===== src/rtl/mux_sel_scanner_pkg.sv =====
// Shared types and defaults for the mux select scanner.
package mux_sel_scanner_pkg;

  localparam int unsigned SEL_W_DEF = 3;

  typedef enum logic [1:0] {
    IDLE   = 2'd0,
    SAMPLE = 2'd1,
    SEND   = 2'd2,
    DONE   = 2'd3
  } state_e;

  function automatic int unsigned data_width(input int unsigned sel_w);
    return 32'(1) << sel_w;
  endfunction

endpackage


===== src/rtl/mux_sel_scanner_if.sv =====
// Control, mux-tree and serial signals between the scanner and its parent.
interface mux_sel_scanner_if
  import mux_sel_scanner_pkg::*;
#(
  parameter int unsigned SEL_W = SEL_W_DEF
);

  localparam int unsigned DATA_W = data_width(SEL_W);

  logic              start;
  logic [DATA_W-1:0] load_data;
  logic [DATA_W-1:0] mux_data;
  logic [SEL_W-1:0]  sel;
  logic              mux_out;
  logic              ser_valid;
  logic              ser_bit;
  logic              ser_ready;
  logic              busy;
  logic              done;
  logic [DATA_W-1:0] captured;

  modport master (
    output start, load_data, mux_out, ser_ready,
    input  mux_data, sel, ser_valid, ser_bit, busy, done, captured
  );

  modport slave (
    input  start, load_data, mux_out, ser_ready,
    output mux_data, sel, ser_valid, ser_bit, busy, done, captured
  );

endinterface


===== src/rtl/mux_sel_scanner.sv =====
// Steps the select lines of an external mux tree and serialises its output
// on a valid/ready port, LSB (sel=0) first, rebuilding the word as it goes.
module mux_sel_scanner
  import mux_sel_scanner_pkg::*;
#(
  parameter int unsigned SEL_W = SEL_W_DEF
) (
  input  logic               clk,
  input  logic               rst_n,
  mux_sel_scanner_if.slave   bus
);

  localparam int unsigned DATA_W = data_width(SEL_W);

  state_e            state_q,     state_d;
  logic [DATA_W-1:0] mux_data_q,  mux_data_d;
  logic [SEL_W-1:0]  sel_q,       sel_d;
  logic              ser_valid_q, ser_valid_d;
  logic              ser_bit_q,   ser_bit_d;
  logic [DATA_W-1:0] captured_q,  captured_d;
  logic              done_q,      done_d;
  logic              busy_q,      busy_d;

  // Next-state and datapath: everything holds unless the current state moves it.
  always_comb begin
    state_d     = state_q;
    mux_data_d  = mux_data_q;
    sel_d       = sel_q;
    ser_valid_d = ser_valid_q;
    ser_bit_d   = ser_bit_q;
    captured_d  = captured_q;

    case (state_q)
      IDLE: begin
        if (bus.start) begin
          mux_data_d = bus.load_data;
          sel_d      = '0;
          captured_d = '0;
          state_d    = SAMPLE;
        end
      end
      SAMPLE: begin
        ser_bit_d         = bus.mux_out;
        captured_d[sel_q] = bus.mux_out;
        ser_valid_d       = 1'b1;
        state_d           = SEND;
      end
      SEND: begin
        if (bus.ser_ready) begin
          ser_valid_d = 1'b0;
          if (sel_q == SEL_W'(DATA_W - 1)) begin
            state_d = DONE;
          end else begin
            sel_d   = sel_q + SEL_W'(1);
            state_d = SAMPLE;
          end
        end
      end
      DONE: begin
        state_d = IDLE;
      end
      default: begin
        state_d = IDLE;
      end
    endcase

    // Status flags are registered copies of the state they describe.
    done_d = (state_d == DONE);
    busy_d = (state_d != IDLE);
  end

  always_ff @(posedge clk or negedge rst_n) begin
    if (!rst_n) begin
      state_q     <= IDLE;
      mux_data_q  <= '0;
      sel_q       <= '0;
      ser_valid_q <= 1'b0;
      ser_bit_q   <= 1'b0;
      captured_q  <= '0;
      done_q      <= 1'b0;
      busy_q      <= 1'b0;
    end else begin
      state_q     <= state_d;
      mux_data_q  <= mux_data_d;
      sel_q       <= sel_d;
      ser_valid_q <= ser_valid_d;
      ser_bit_q   <= ser_bit_d;
      captured_q  <= captured_d;
      done_q      <= done_d;
      busy_q      <= busy_d;
    end
  end

  assign bus.mux_data  = mux_data_q;
  assign bus.sel       = sel_q;
  assign bus.ser_valid = ser_valid_q;
  assign bus.ser_bit   = ser_bit_q;
  assign bus.captured  = captured_q;
  assign bus.done      = done_q;
  assign bus.busy      = busy_q;

endmodule

===== src/flat_wrapper.sv =====
// flat-port wrapper written by rule: the top's interface ports become plain ports
module mux_sel_scanner_flat import mux_sel_scanner_pkg::*;
#(
  parameter int unsigned SEL_W = SEL_W_DEF
)
  (clk, rst_n, bus_start, bus_load_data, bus_mux_out, bus_ser_ready, bus_mux_data, bus_sel, bus_ser_valid, bus_ser_bit, bus_busy, bus_done, bus_captured);
  mux_sel_scanner_if #(.SEL_W(SEL_W)) bus_i ();
  input  logic clk;
  input  logic rst_n;
  input wire logic [$bits(bus_i.start)-1:0] bus_start;
  input wire logic [$bits(bus_i.load_data)-1:0] bus_load_data;
  input wire logic [$bits(bus_i.mux_out)-1:0] bus_mux_out;
  input wire logic [$bits(bus_i.ser_ready)-1:0] bus_ser_ready;
  output wire logic [$bits(bus_i.mux_data)-1:0] bus_mux_data;
  output wire logic [$bits(bus_i.sel)-1:0] bus_sel;
  output wire logic [$bits(bus_i.ser_valid)-1:0] bus_ser_valid;
  output wire logic [$bits(bus_i.ser_bit)-1:0] bus_ser_bit;
  output wire logic [$bits(bus_i.busy)-1:0] bus_busy;
  output wire logic [$bits(bus_i.done)-1:0] bus_done;
  output wire logic [$bits(bus_i.captured)-1:0] bus_captured;
  assign bus_i.start = bus_start;
  assign bus_i.load_data = bus_load_data;
  assign bus_i.mux_out = bus_mux_out;
  assign bus_i.ser_ready = bus_ser_ready;
  assign bus_mux_data = bus_i.mux_data;
  assign bus_sel = bus_i.sel;
  assign bus_ser_valid = bus_i.ser_valid;
  assign bus_ser_bit = bus_i.ser_bit;
  assign bus_busy = bus_i.busy;
  assign bus_done = bus_i.done;
  assign bus_captured = bus_i.captured;
  mux_sel_scanner #(.SEL_W(SEL_W)) u_core (.clk(clk), .rst_n(rst_n), .bus(bus_i));
endmodule

===== config.mk =====
export PLATFORM = sky130hd
export DESIGN_NAME = mux_sel_scanner_flat
export DESIGN_NICKNAME = d
export VERILOG_FILES = /design/src/rtl/mux_sel_scanner_pkg.sv /design/src/rtl/mux_sel_scanner_if.sv /design/src/rtl/mux_sel_scanner.sv /design/src/flat_wrapper.sv
export SDC_FILE = /design/constraint.sdc
export NUM_CORES = 1
export LEC_CHECK = 0
export ABC_CLOCK_PERIOD_IN_PS = 2000
export BUFFER_PORTS_ARGS = -buffer_cell sky130_fd_sc_hd__buf_4
export CAP_MARGIN = 5
export CORE_UTILIZATION = 49
export DETAILED_ROUTE_END_ITERATION = 16
export PLACE_DENSITY = 0.82
export SLEW_MARGIN = 10
export SYNTH_ARGS = -nofsm -noshare
export SYNTH_HDL_FRONTEND = slang
export SYNTH_SLANG_ARGS = --single-unit

===== constraint.sdc =====
create_clock -name clk -period 2 [get_ports clk]
set_clock_uncertainty 0.15 [all_clocks]
set_input_delay 0.2 -clock clk [delete_from_list [all_inputs] [get_ports clk]]
set_output_delay 0.2 -clock clk [all_outputs]
set_load 0.05 [all_outputs]

==> metrics.txt <==
Clock transition at path regs between 0.1 and 0.15 ns; Tot GR Track Use between 20% and 30%; met2 WL 1240 µm; die width between 50 and 60 µm; # DRC 0; Pre-Repair DR Iteration Count 4; Achievable Freq 0.565 GHz; drt initial violations 8; cell row count 17; post-synthesis sequential area ratio 54.4%; setup ws final ~0.23 ns; crit-path leading delay family flip-flops; initial antenna violation count 0; post-synth cell types 31; H-tree levels 1; FF-to-FF Start u_core.bus.sel[0]$_DFFE_PN0P_; Die Y slightly above 50 µm; clock tree buffer depth 2; Syn-to-layout area delta 37.1%; Metal-1 WL 1040 µm; post-synth top area share 54.4%; sw frac 49.3%; Core Util, Final 71.3%; IO Count 36; Post-Syn Area around 1100 µm²; number of port buffers 35; Top Metal Used met3; RSZ-0062 raised after global routing false; Initial Utilization between 50% and 60%; Int Power roughly 1200 µW; TritonCTS clock tree yes; Num CTS Buffers 3; Post-Place Worst Slack around 0.26 ns; #FFs+latches synth 25; Required @ worst endpoint ~2.1 ns; worst hold margin between 0.009 and 0.01 ns; drt via density around 5.2; maximum vdd drop 0.000889 V; Ys Warns 0; Final Setup Violations 0; Worst EP arrival roughly 1.8 ns; hold_sp bus_start; post-cts gate resize count 0; Max-Cap Viols 0; Ant. Diodes 0; Setup Crit Path Kind flop to flop; Critical Path, Cell by Cell ha_1, ha_1, and4bb_1, nor2_2, mux2_2; ys async rst share 100%; endpoint class of the critical path flop; top_reg_cell synth dfrtp_1; CTS Root Cell clkbuf_4; Post-DRT Antenna Nets 0; pwr dens 1480 nW/µm²; drt wl/cell roughly 13 µm; final RePlAce weighted congestion between 0.7 and 0.8; total wire length roughly 2400 µm; DR WL met3 between 100 and 150 µm; CP peak stage delay ~0.43 ns; Total Neg Setup Slack 0 ns; commonest non-fill, non-tap cell in the layout buf_4; Cells after Synth 105; period utilization between 80 and 90%; # clock sinks 25; total grt overflow 0; minimum clock period 1.77 ns; Final #Nets 170; die area between 2000 and 3000 µm²; Post-synth EDFFs 0; via count ~950; logic gate share of total power between 50% and 60%; Avg Inst Size Synth between 10 and 15 µm²; synth top area cells dfrtp_1, nand2_1, mux2i_1; clock network power share 9.9%; clk_lat worst skew around 0.32 ns; startpoint types flop; status finished, final reports clean; leading area contributor after synthesis dfrtp_1; Max-Slew Margin vs Limit between 60 and 70%; Leakage between 0.0008 and 0.0009 µW; Net Switching ~1100 µW; Syn Nets 120; first-pass GRT wire length approximately 4300 µm; largest net degree at the start of global routing 26; worst slew pin tran around 0.53 ns; Hold Vio Cnt, Final 0; most frequent cells in the layout buf_4, nand2_1, dfrtp_1, dlygate4sd3_1, mux2i_1; post-detail-place hpwl about 1700 µm; share of layout cells above drive strength 1 34.4%; buffer count from post-CTS setup fixing 0; Max stage delay cell, worst path dfrtp_2; worst-path maximum fanout 4; Final Max Slew Viols 0; Flop pwr share 32.9%; vias in the first global route just under 1000; Core Region approximately 2200 µm²; worst hold path type input port to flop; cell mode on critical path ha_1; worst path bufs/invs 0; worst setup path startpoint u_core.bus.sel[0]$_DFFE_PN0P_
per-stage QoR:
step | std cells | total power [µW] | instance area (µm²)
finish | 182 | 2330 | 1580
global route | 182 | 2470 | 1580
CTS | 182 | 2340 | 1580
detailed placement | 168 | 2090 | 1450
global placement | 168 | 2050 | 1450
floorplan | 105 | 1720 | 1150
synthesized netlist by cell type (3+ instances only):
library cell / n
buf_6: 3
dfrtp_1: 25
mux2i_1: 6
nand2_1: 32
nor2_1: 4
o21ai_0: 3
metal layers:
metal | vias up | global-route usage (%)
li1 | 461 | -
met1 | 460 | 28.2
met2 | 28 | 40.7
met3 | 0 | 2.73
met4 | 0 | 6.94
met5 | - | 0
final timing paths:
| check | to | slack (ns) | cells past startpoint |
|---|---|---|---|
| setup / recovery | u_core.bus.sel[0]$_DFFE_PN0P_ | 0.23 | 5 |
| hold / removal | u_core.bus.busy$_DFF_PN0_ | 0.009 | 3 |
| setup reg to reg | u_core.bus.sel[0]$_DFFE_PN0P_ | 0.23 | 5 |
| hold reg to reg | u_core.bus.mux_data[7]$_DFFE_PN0P_ | 0.35 | 2 |
| max in group asynchronous | u_core.bus.sel[0]$_DFFE_PN0P_ | 1.30 | 2 |
| min in group asynchronous | u_core.bus.captured[7]$_DFFE_PN0P_ | 0.15 | 2 |
power groups by stage:
| stage | registers (µW) | clock network, µW | logic (µW) |
|---|---|---|---|
| 2_1_floorplan | 1310 | 0 | 408 |
| 3_3_place_gp | 765 | 0 | 1290 |
| 3_5_place_dp | 772 | 0 | 1320 |
| 4_1_cts | 767 | 237 | 1330 |
| 5_1_grt | 786 | 255 | 1430 |
| 6_report | 766 | 231 | 1330 |
worst register-to-register path, stage by stage (launching register included):
cell	delay [ns]
dfrtp_2	0.43
ha_1	0.20
ha_1	0.21
and4bb_1	0.36
nor2_2	0.07
mux2_2	0.26
state kept, by name, summed over array words and instances (netlist names):
register              count
u_core.bus.captured       8
u_core.bus.mux_data       8
u_core.bus.sel            3
u_core.state_q            2
u_core.bus.busy           1
u_core.bus.done           1
u_core.bus.ser_bit        1
u_core.bus.ser_valid      1
layout make-up:
cell class	instances	area, µm²
Clock inverter	1	7.51
Multi-Input combinational cell	72	469
Timing Repair Buffer	51	408
Tap cell	28	35.0
Inverter	2	7.51
Sequential cell	25	627
Clock buffer	3	22.5
Fill cell	169	636
cells by family after synthesis:
logic type | synth area share (%)
AND/OR/NAND/NOR | 23.9
flip-flops | 54.4
AO/OA/AOI/OAI | 8.49
buffers and inverters | 4.79
multiplexers | 6.20
adder cells (fa/ha/maj) | 2.18
repair_timing:
action / CTS / global route
hold buffers: 10 / 0
setup endpoints to repair: 0 / 0
hold endpoints to repair: 34 / 0
No activity file was read; power rests on OpenSTA's default activity.
